File: config.mk
export PLATFORM = sky130hd
export DESIGN_NAME = sbq_sequencer_flat
export DESIGN_NICKNAME = d
export VERILOG_FILES = /design/src/rtl/sbq_sequencer_if.sv /design/src/rtl/sbq_sequencer.sv /design/src/flat_wrapper.sv
export SDC_FILE = /design/constraint.sdc
export NUM_CORES = 1
export LEC_CHECK = 0
export BUFFER_PORTS_ARGS = -buffer_cell sky130_fd_sc_hd__buf_2
export CAP_MARGIN = 20
export CORE_MARGIN = 2
export CORE_UTILIZATION = 59
export DETAILED_ROUTE_END_ITERATION = 12
export PLACE_DENSITY_LB_ADDON = 0.1
export RECOVER_POWER = 50
export SLEW_MARGIN = 25
export SYNTH_ARGS = -nofsm -noshare
export SYNTH_HDL_FRONTEND = slang
export SYNTH_SLANG_ARGS = --single-unit
File: constraint.sdc
create_clock -name clk -period 2.65 [get_ports clk]
set_clock_uncertainty 0.15 [all_clocks]
set_input_delay 0.1325 -clock clk [delete_from_list [all_inputs] [get_ports clk]]
set_output_delay 0.1325 -clock clk [all_outputs]
set_load 0.01 [all_outputs]
File: src/rtl/sbq_sequencer_if.sv
// sbq_sequencer_if: sensor/counter-side bundle between the queue sequencer and its environment
// master: drives sensors, n_tellers, p_count; observes requests, rejects, busy, wait_time
// slave : the sequencer itself
interface sbq_sequencer_if #(parameter int N = 3);
    logic         front_sensor;
    logic         back_sensor;
    logic [1:0]   n_tellers;
    logic [N-1:0] p_count;
    logic         mode1;
    logic         mode2;
    logic         enter_reject;
    logic         leave_reject;
    logic         event_lost;
    logic         busy;
    logic [7:0]   wait_time;

    modport master (
        output front_sensor, back_sensor, n_tellers, p_count,
        input  mode1, mode2, enter_reject, leave_reject, event_lost, busy, wait_time
    );

    modport slave (
        input  front_sensor, back_sensor, n_tellers, p_count,
        output mode1, mode2, enter_reject, leave_reject, event_lost, busy, wait_time
    );
endinterface

File: src/rtl/sbq_sequencer.sv
// sbq_sequencer: debounces entry/exit photocells and issues arbitrated inc/dec requests to the people counter
// clk   : system clock, rising edge
// reset : asynchronous, active-low
// bus   : sensors, n_tellers, p_count in; mode1/mode2, rejects, event_lost, busy, wait_time out (all registered)
module sbq_sequencer #(
    parameter int N            = 3,
    parameter int DEBOUNCE     = 4,
    parameter int SERVICE_TIME = 3
) (
    input logic            clk,
    input logic            reset,
    sbq_sequencer_if.slave bus
);
    typedef enum logic [1:0] {IDLE, ISSUE_ENTER, ISSUE_LEAVE, SETTLE} state_t;

    state_t     state;
    logic [1:0] raw;
    logic [1:0] sync1;
    logic [1:0] sync2;
    logic [1:0] deb;
    logic [3:0] cnt [2];
    logic [1:0] fall;
    logic [1:0] pend;
    logic [1:0] clr;
    logic       leave_next;
    logic       grant_enter;
    logic       grant_leave;
    logic       full;
    logic       empty;
    logic [1:0] t;
    logic [7:0] wait_n;

    // bit 0 = front (enter), bit 1 = back (leave)
    assign raw = {bus.back_sensor, bus.front_sensor};

    // a completed pass is the debounced level dropping on this very edge
    always_comb begin
        fall = '0;
        for (int i = 0; i < 2; i++)
            fall[i] = deb[i] & ~sync2[i] & (cnt[i] == 4'(DEBOUNCE - 1));
    end

    assign grant_enter = pend[0] & (~pend[1] | ~leave_next);
    assign grant_leave = pend[1] & ~grant_enter;
    assign clr         = (state == IDLE) ? {grant_leave, grant_enter} : 2'b00;
    assign full        = bus.p_count == {N{1'b1}};
    assign empty       = bus.p_count == '0;
    assign t           = (bus.n_tellers == 2'd0) ? 2'd1 : bus.n_tellers;
    assign wait_n      = empty ? 8'd0 : 8'((8'(bus.p_count) + 8'(t) - 8'd1) * 8'(SERVICE_TIME));

    always_ff @(posedge clk or negedge reset) begin
        if (!reset) begin
            state            <= IDLE;
            sync1            <= '0;
            sync2            <= '0;
            deb              <= '0;
            cnt[0]           <= '0;
            cnt[1]           <= '0;
            pend             <= '0;
            leave_next       <= 1'b0;
            bus.mode1        <= 1'b0;
            bus.mode2        <= 1'b0;
            bus.enter_reject <= 1'b0;
            bus.leave_reject <= 1'b0;
            bus.event_lost   <= 1'b0;
            bus.busy         <= 1'b0;
            bus.wait_time    <= '0;
        end else begin
            sync1 <= raw;
            sync2 <= sync1;
            for (int i = 0; i < 2; i++) begin
                if (sync2[i] != deb[i]) begin
                    if (cnt[i] == 4'(DEBOUNCE - 1)) begin
                        deb[i] <= sync2[i];
                        cnt[i] <= '0;
                    end else begin
                        cnt[i] <= cnt[i] + 4'd1;
                    end
                end else begin
                    cnt[i] <= '0;
                end
            end
            // an event landing on an already-set pending bit is dropped
            pend             <= (pend & ~clr) | (fall & ~pend);
            bus.event_lost   <= |(fall & pend);
            bus.wait_time    <= wait_n;
            bus.mode1        <= 1'b0;
            bus.mode2        <= 1'b0;
            bus.enter_reject <= 1'b0;
            bus.leave_reject <= 1'b0;
            case (state)
                IDLE: begin
                    if (grant_enter) begin
                        if (full) begin
                            bus.enter_reject <= 1'b1;
                        end else begin
                            state      <= ISSUE_ENTER;
                            bus.mode1  <= 1'b1;
                            bus.busy   <= 1'b1;
                            leave_next <= 1'b1;
                        end
                    end else if (grant_leave) begin
                        if (empty) begin
                            bus.leave_reject <= 1'b1;
                        end else begin
                            state      <= ISSUE_LEAVE;
                            bus.mode2  <= 1'b1;
                            bus.busy   <= 1'b1;
                            leave_next <= 1'b0;
                        end
                    end
                end
                ISSUE_ENTER, ISSUE_LEAVE: state <= SETTLE;
                default: begin
                    state    <= IDLE;
                    bus.busy <= 1'b0;
                end
            endcase
        end
    end
endmodule

File: src/flat_wrapper.sv
// flat-port wrapper written by rule: the top's interface ports become plain ports
module sbq_sequencer_flat 
#(
    parameter int N            = 3,
    parameter int DEBOUNCE     = 4,
    parameter int SERVICE_TIME = 3
)
  (clk, reset, bus_front_sensor, bus_back_sensor, bus_n_tellers, bus_p_count, bus_mode1, bus_mode2, bus_enter_reject, bus_leave_reject, bus_event_lost, bus_busy, bus_wait_time);
  sbq_sequencer_if #(.N(N)) bus_i ();
  input logic clk;
  input logic reset;
  input wire logic [$bits(bus_i.front_sensor)-1:0] bus_front_sensor;
  input wire logic [$bits(bus_i.back_sensor)-1:0] bus_back_sensor;
  input wire logic [$bits(bus_i.n_tellers)-1:0] bus_n_tellers;
  input wire logic [$bits(bus_i.p_count)-1:0] bus_p_count;
  output wire logic [$bits(bus_i.mode1)-1:0] bus_mode1;
  output wire logic [$bits(bus_i.mode2)-1:0] bus_mode2;
  output wire logic [$bits(bus_i.enter_reject)-1:0] bus_enter_reject;
  output wire logic [$bits(bus_i.leave_reject)-1:0] bus_leave_reject;
  output wire logic [$bits(bus_i.event_lost)-1:0] bus_event_lost;
  output wire logic [$bits(bus_i.busy)-1:0] bus_busy;
  output wire logic [$bits(bus_i.wait_time)-1:0] bus_wait_time;
  assign bus_i.front_sensor = bus_front_sensor;
  assign bus_i.back_sensor = bus_back_sensor;
  assign bus_i.n_tellers = bus_n_tellers;
  assign bus_i.p_count = bus_p_count;
  assign bus_mode1 = bus_i.mode1;
  assign bus_mode2 = bus_i.mode2;
  assign bus_enter_reject = bus_i.enter_reject;
  assign bus_leave_reject = bus_i.leave_reject;
  assign bus_event_lost = bus_i.event_lost;
  assign bus_busy = bus_i.busy;
  assign bus_wait_time = bus_i.wait_time;
  sbq_sequencer #(.N(N), .DEBOUNCE(DEBOUNCE), .SERVICE_TIME(SERVICE_TIME)) u_core (.clk(clk), .reset(reset), .bus(bus_i));
endmodule
==> impl_metrics.csv <==
group,metric,value,unit
worst_setup_path,arrival,2.66,ns
global_route,grt_usage,21.9,%
die,design.portCount,23,
worst_setup_path,crit_fanout,3,
yosys,ys_dominant_reg_cell,"sky130_fd_sc_hd__dfrtp_1",
layout,fillers,200,
worst_setup_path,timing.critical_path.to_type,"flop",
sta,fmax,389,MHz
sta,min_period_over_period,97.0,%
global_route,grt_remaining_overflow,0,
sta,slew_headroom,-13.1,%
hold_path,hold_wc_path_type,"in -> reg",
clock_tree,worstSkewPairLatency,0.32,ns
global_route,antenna_found_initial,0,
sta,finalCriticalPeriod,2.57,ns
layout,multiInputGateArea,883,um^2
die,core_area,2780,um^2
yosys,netlist.area_leader.share,47.7,%
placed_design,dp.cells,220,
clock_tree,cts_tree,"built",
sta,hold_viol,0,
flow_run,timing.max_cap.violations,1,
global_route,pin_count_of_the_biggest_net_entering_global_routing,34,
sta,timing_max_transition_violations_final,34,
layout,drive_gt1_share,26.9,%
die,initial_utilization,62.2,%
global_route,grt_first_pass_wirelength,5.55,mm
detailed_routing,drt_pre_antenna_iters,4,
yosys,ys_top_cells_by_area,"sky130_fd_sc_hd__dfrtp_1 (48%), sky130_fd_sc_hd__ha_1 (10%), sky130_fd_sc_hd__inv_1 (3.3%)",
global_route,grt_pass1_vias,1315,
yosys,synth.yosys.warnings,0,
layout,final-instance-count-excl-fill,232,
die,dieHeight,58.2,um
placed_design,placement.setup.worst_slack,-0.289,ns
power_and_ir_drop,irDropWorstVdd,0.702,mV
yosys,asyncSetResetFlopFracSynth,100,%
worst_setup_path,critPathRequiredTime,2.74,ns
yosys,net_count_after_synthesis,183,
detailed_routing,wirelength,3.23,mm
layout,area_growth,21.0,%
run_status,failed_checks,"capacitance limit, slew limit",
die,floorplan.die.width,58.2,um
die,rows,19,
detailed_routing,detail_route.drc_violations,0,
power_and_ir_drop,power.density_cell_area,800,nW/um^2
yosys,ys_ff_latch,33,
yosys,share_of_the_yosys_chip_area_belonging_to_registers,47.7,%
placed_design,finalWeightedCongestion,0.794,
clock_tree,clockRootBuffer,"sky130_fd_sc_hd__clkbuf_4",
detailed_routing,detail-route-antenna-nets,0,
clock_tree,clk_pin_slew_worst_paths,0.09,ns
layout,commonest_cells_after_routing_fill_and_taps_aside,"sky130_fd_sc_hd__dfrtp_1 (33), sky130_fd_sc_hd__buf_2 (14), sky130_fd_sc_hd__buf_4 (14)",
worst_setup_path,worstSetupPathType,"in -> reg",
yosys,post_synthesis_cell_count,158,
clock_tree,clockBufferDepth,2,
placed_design,detailedPlacementHpwl,2.53,mm
yosys,syn-cell-area,1730,um^2
clock_tree,clock_buffers_created_by_tritoncts,5,
yosys,yosys.area.top_type,"sky130_fd_sc_hd__dfrtp_1",
yosys,synthesis.area_per_instance,11.0,um^2
layout,mostFrequentLayoutCell,"sky130_fd_sc_hd__dfrtp_1",
sta,final-setup-viol-count,0,
yosys,synth_enable_flop_cells,0,
placed_design,port-buffer-count,22,
detailed_routing,via_count,1277,
run_status,outcome,"finished with violations",
detailed_routing,post_drt_via_cell_ratio,5.50,
power_and_ir_drop,fin_total_pwr,0.00168,W
clock_tree,clock_sinks,33,
worst_setup_path,timing.reg2reg.worst_path_depth,4,
detailed_routing,drtIter0Drc,34,
power_and_ir_drop,power_leakage,1.03,nW
sta,setup_total_negative_slack,0,ns
sta,worst_slack,0.0783,ns
layout,area.sequential,826,um^2
layout,diodes,0,
sta,tightest_slew,1.70,ns
worst_setup_path,r2r_setup_slack,1.00,ns
yosys,number_of_distinct_library_cells_after_synthesis,39,
die,floorplan.die_area,3380,um^2
hold_path,holdPathStages,3,
detailed_routing,wire_per_inst,13.9,um
layout,fin_nets,225,
clock_tree,cts_max_level,2,
worst_setup_path,timing.critical_path.from_type,"input port",
sta,rsz0062_at_grt,"true",
==> cell families after synthesis <==
kind of cell | after synthesis | synth area share (%)
and+or+nand+nor | 52 | 17.9
muxes | 5 | 3.18
DFF | 33 | 47.7
buffers and inverters | 19 | 4.55
AOI/OAI and AO/OA | 28 | 11.3
xor gates and xnor gates | 5 | 2.97
adders and majority gates | 16 | 12.4
==> critical path, cell delays in order <==
cell                       delay [ns]
sky130_fd_sc_hd__buf_2           0.10
sky130_fd_sc_hd__nand2b_1        0.07
sky130_fd_sc_hd__ha_2            0.17
sky130_fd_sc_hd__inv_1           0.05
sky130_fd_sc_hd__fa_2            0.55
sky130_fd_sc_hd__nor3b_2         0.18
sky130_fd_sc_hd__ha_1            0.26
sky130_fd_sc_hd__inv_2           0.08
sky130_fd_sc_hd__ha_4            0.20
sky130_fd_sc_hd__nor2b_2         0.16
sky130_fd_sc_hd__o31a_1          0.27
sky130_fd_sc_hd__or3_1           0.32
sky130_fd_sc_hd__mux2i_1         0.12
==> synth_stat cells (2+ instances only) <==
cell and count:
sky130_fd_sc_hd__dfrtp_1 33, sky130_fd_sc_hd__inv_1 15, sky130_fd_sc_hd__ha_1 14, sky130_fd_sc_hd__nor2_1 10
sky130_fd_sc_hd__nand2b_1 9, sky130_fd_sc_hd__a21oi_1 7, sky130_fd_sc_hd__nand3_1 7, sky130_fd_sc_hd__nor2b_1 6
sky130_fd_sc_hd__a31oi_1 4, sky130_fd_sc_hd__mux2_2 4, sky130_fd_sc_hd__nand2_1 4, sky130_fd_sc_hd__nor3_1 4
sky130_fd_sc_hd__clkbuf_1 3, sky130_fd_sc_hd__nor3b_1 3, sky130_fd_sc_hd__o21a_1 3, sky130_fd_sc_hd__o21ai_0 3
sky130_fd_sc_hd__a21o_1 2, sky130_fd_sc_hd__fa_1 2, sky130_fd_sc_hd__nand3b_1 2, sky130_fd_sc_hd__o211ai_1 2
sky130_fd_sc_hd__xnor2_1 2, sky130_fd_sc_hd__xor2_1 2
==> power breakdown <==
part	internal [W]	total (W)	switching, W
Sequential	0.000632	0.000713	0.0000809
Clock	0.000100	0.000260	0.000160
Combinational	0.000348	0.000703	0.000356
Total	0.00108	0.00168	0.000596
==> registers in the layout, summed over array words and instances (netlist names), 2 cells and up <==
name and flops:
u_core.cnt 8, u_core.bus.wait_time 8, u_core.pend 2, u_core.deb 2
u_core.sync1 2, u_core.sync2 2, u_core.state 2
==> layer usage <==
metal	track usage [%]	part of all wire, %
met5	0	0
met3	5.58	2.5
met1	26.1	44
met2	39.6	53
met4	5.32	0.59
==> what timing repair did <==
item,in CTS,in global routing
setup endpoints to repair,0,2
gates resized for setup,0,3
endpoints found under the hold margin,35,0
setup buffers,0,1
hold buffers,3,0
==> layout make-up <==
type | count | area share (%)
clock buffer | 5 | 1.79
timing repair buffer | 39 | 11.2
inverter | 15 | 2.69
tap | 31 | 1.85
multi-input combinational | 106 | 42.2
clock inverter | 3 | 0.836
sequential | 33 | 39.4
==> path summary, 6_finish.rpt <==
check,startpoint,to
worst max register to register,u_core.cnt[4],u_core.deb[0]
worst min register to register,u_core.sync1[1],u_core.sync2[1]
max in group asynchronous,reset,u_core.bus.wait_time[7]
worst min-delay path,bus_p_count[0],u_core.bus.wait_time[0]
worst max-delay path,bus_n_tellers[1],u_core.bus.wait_time[7]
min in group asynchronous,reset,u_core.deb[1]
==> metrics by stage <==
stage | area, um^2 | utilization, % | hold WS (ns)
after floorplan | 1780 | - | -0.313
after CTS | 2090 | 75.2 | 0.0575
after global placement | 2010 | 72.2 | 0.0554
after detailed placement | 2010 | 72.2 | 0.0692
after global routing | 2090 | 75.3 | 0.0500
final | 2090 | 75.3 | 0.0617
(Power assumes the default switching activity.)
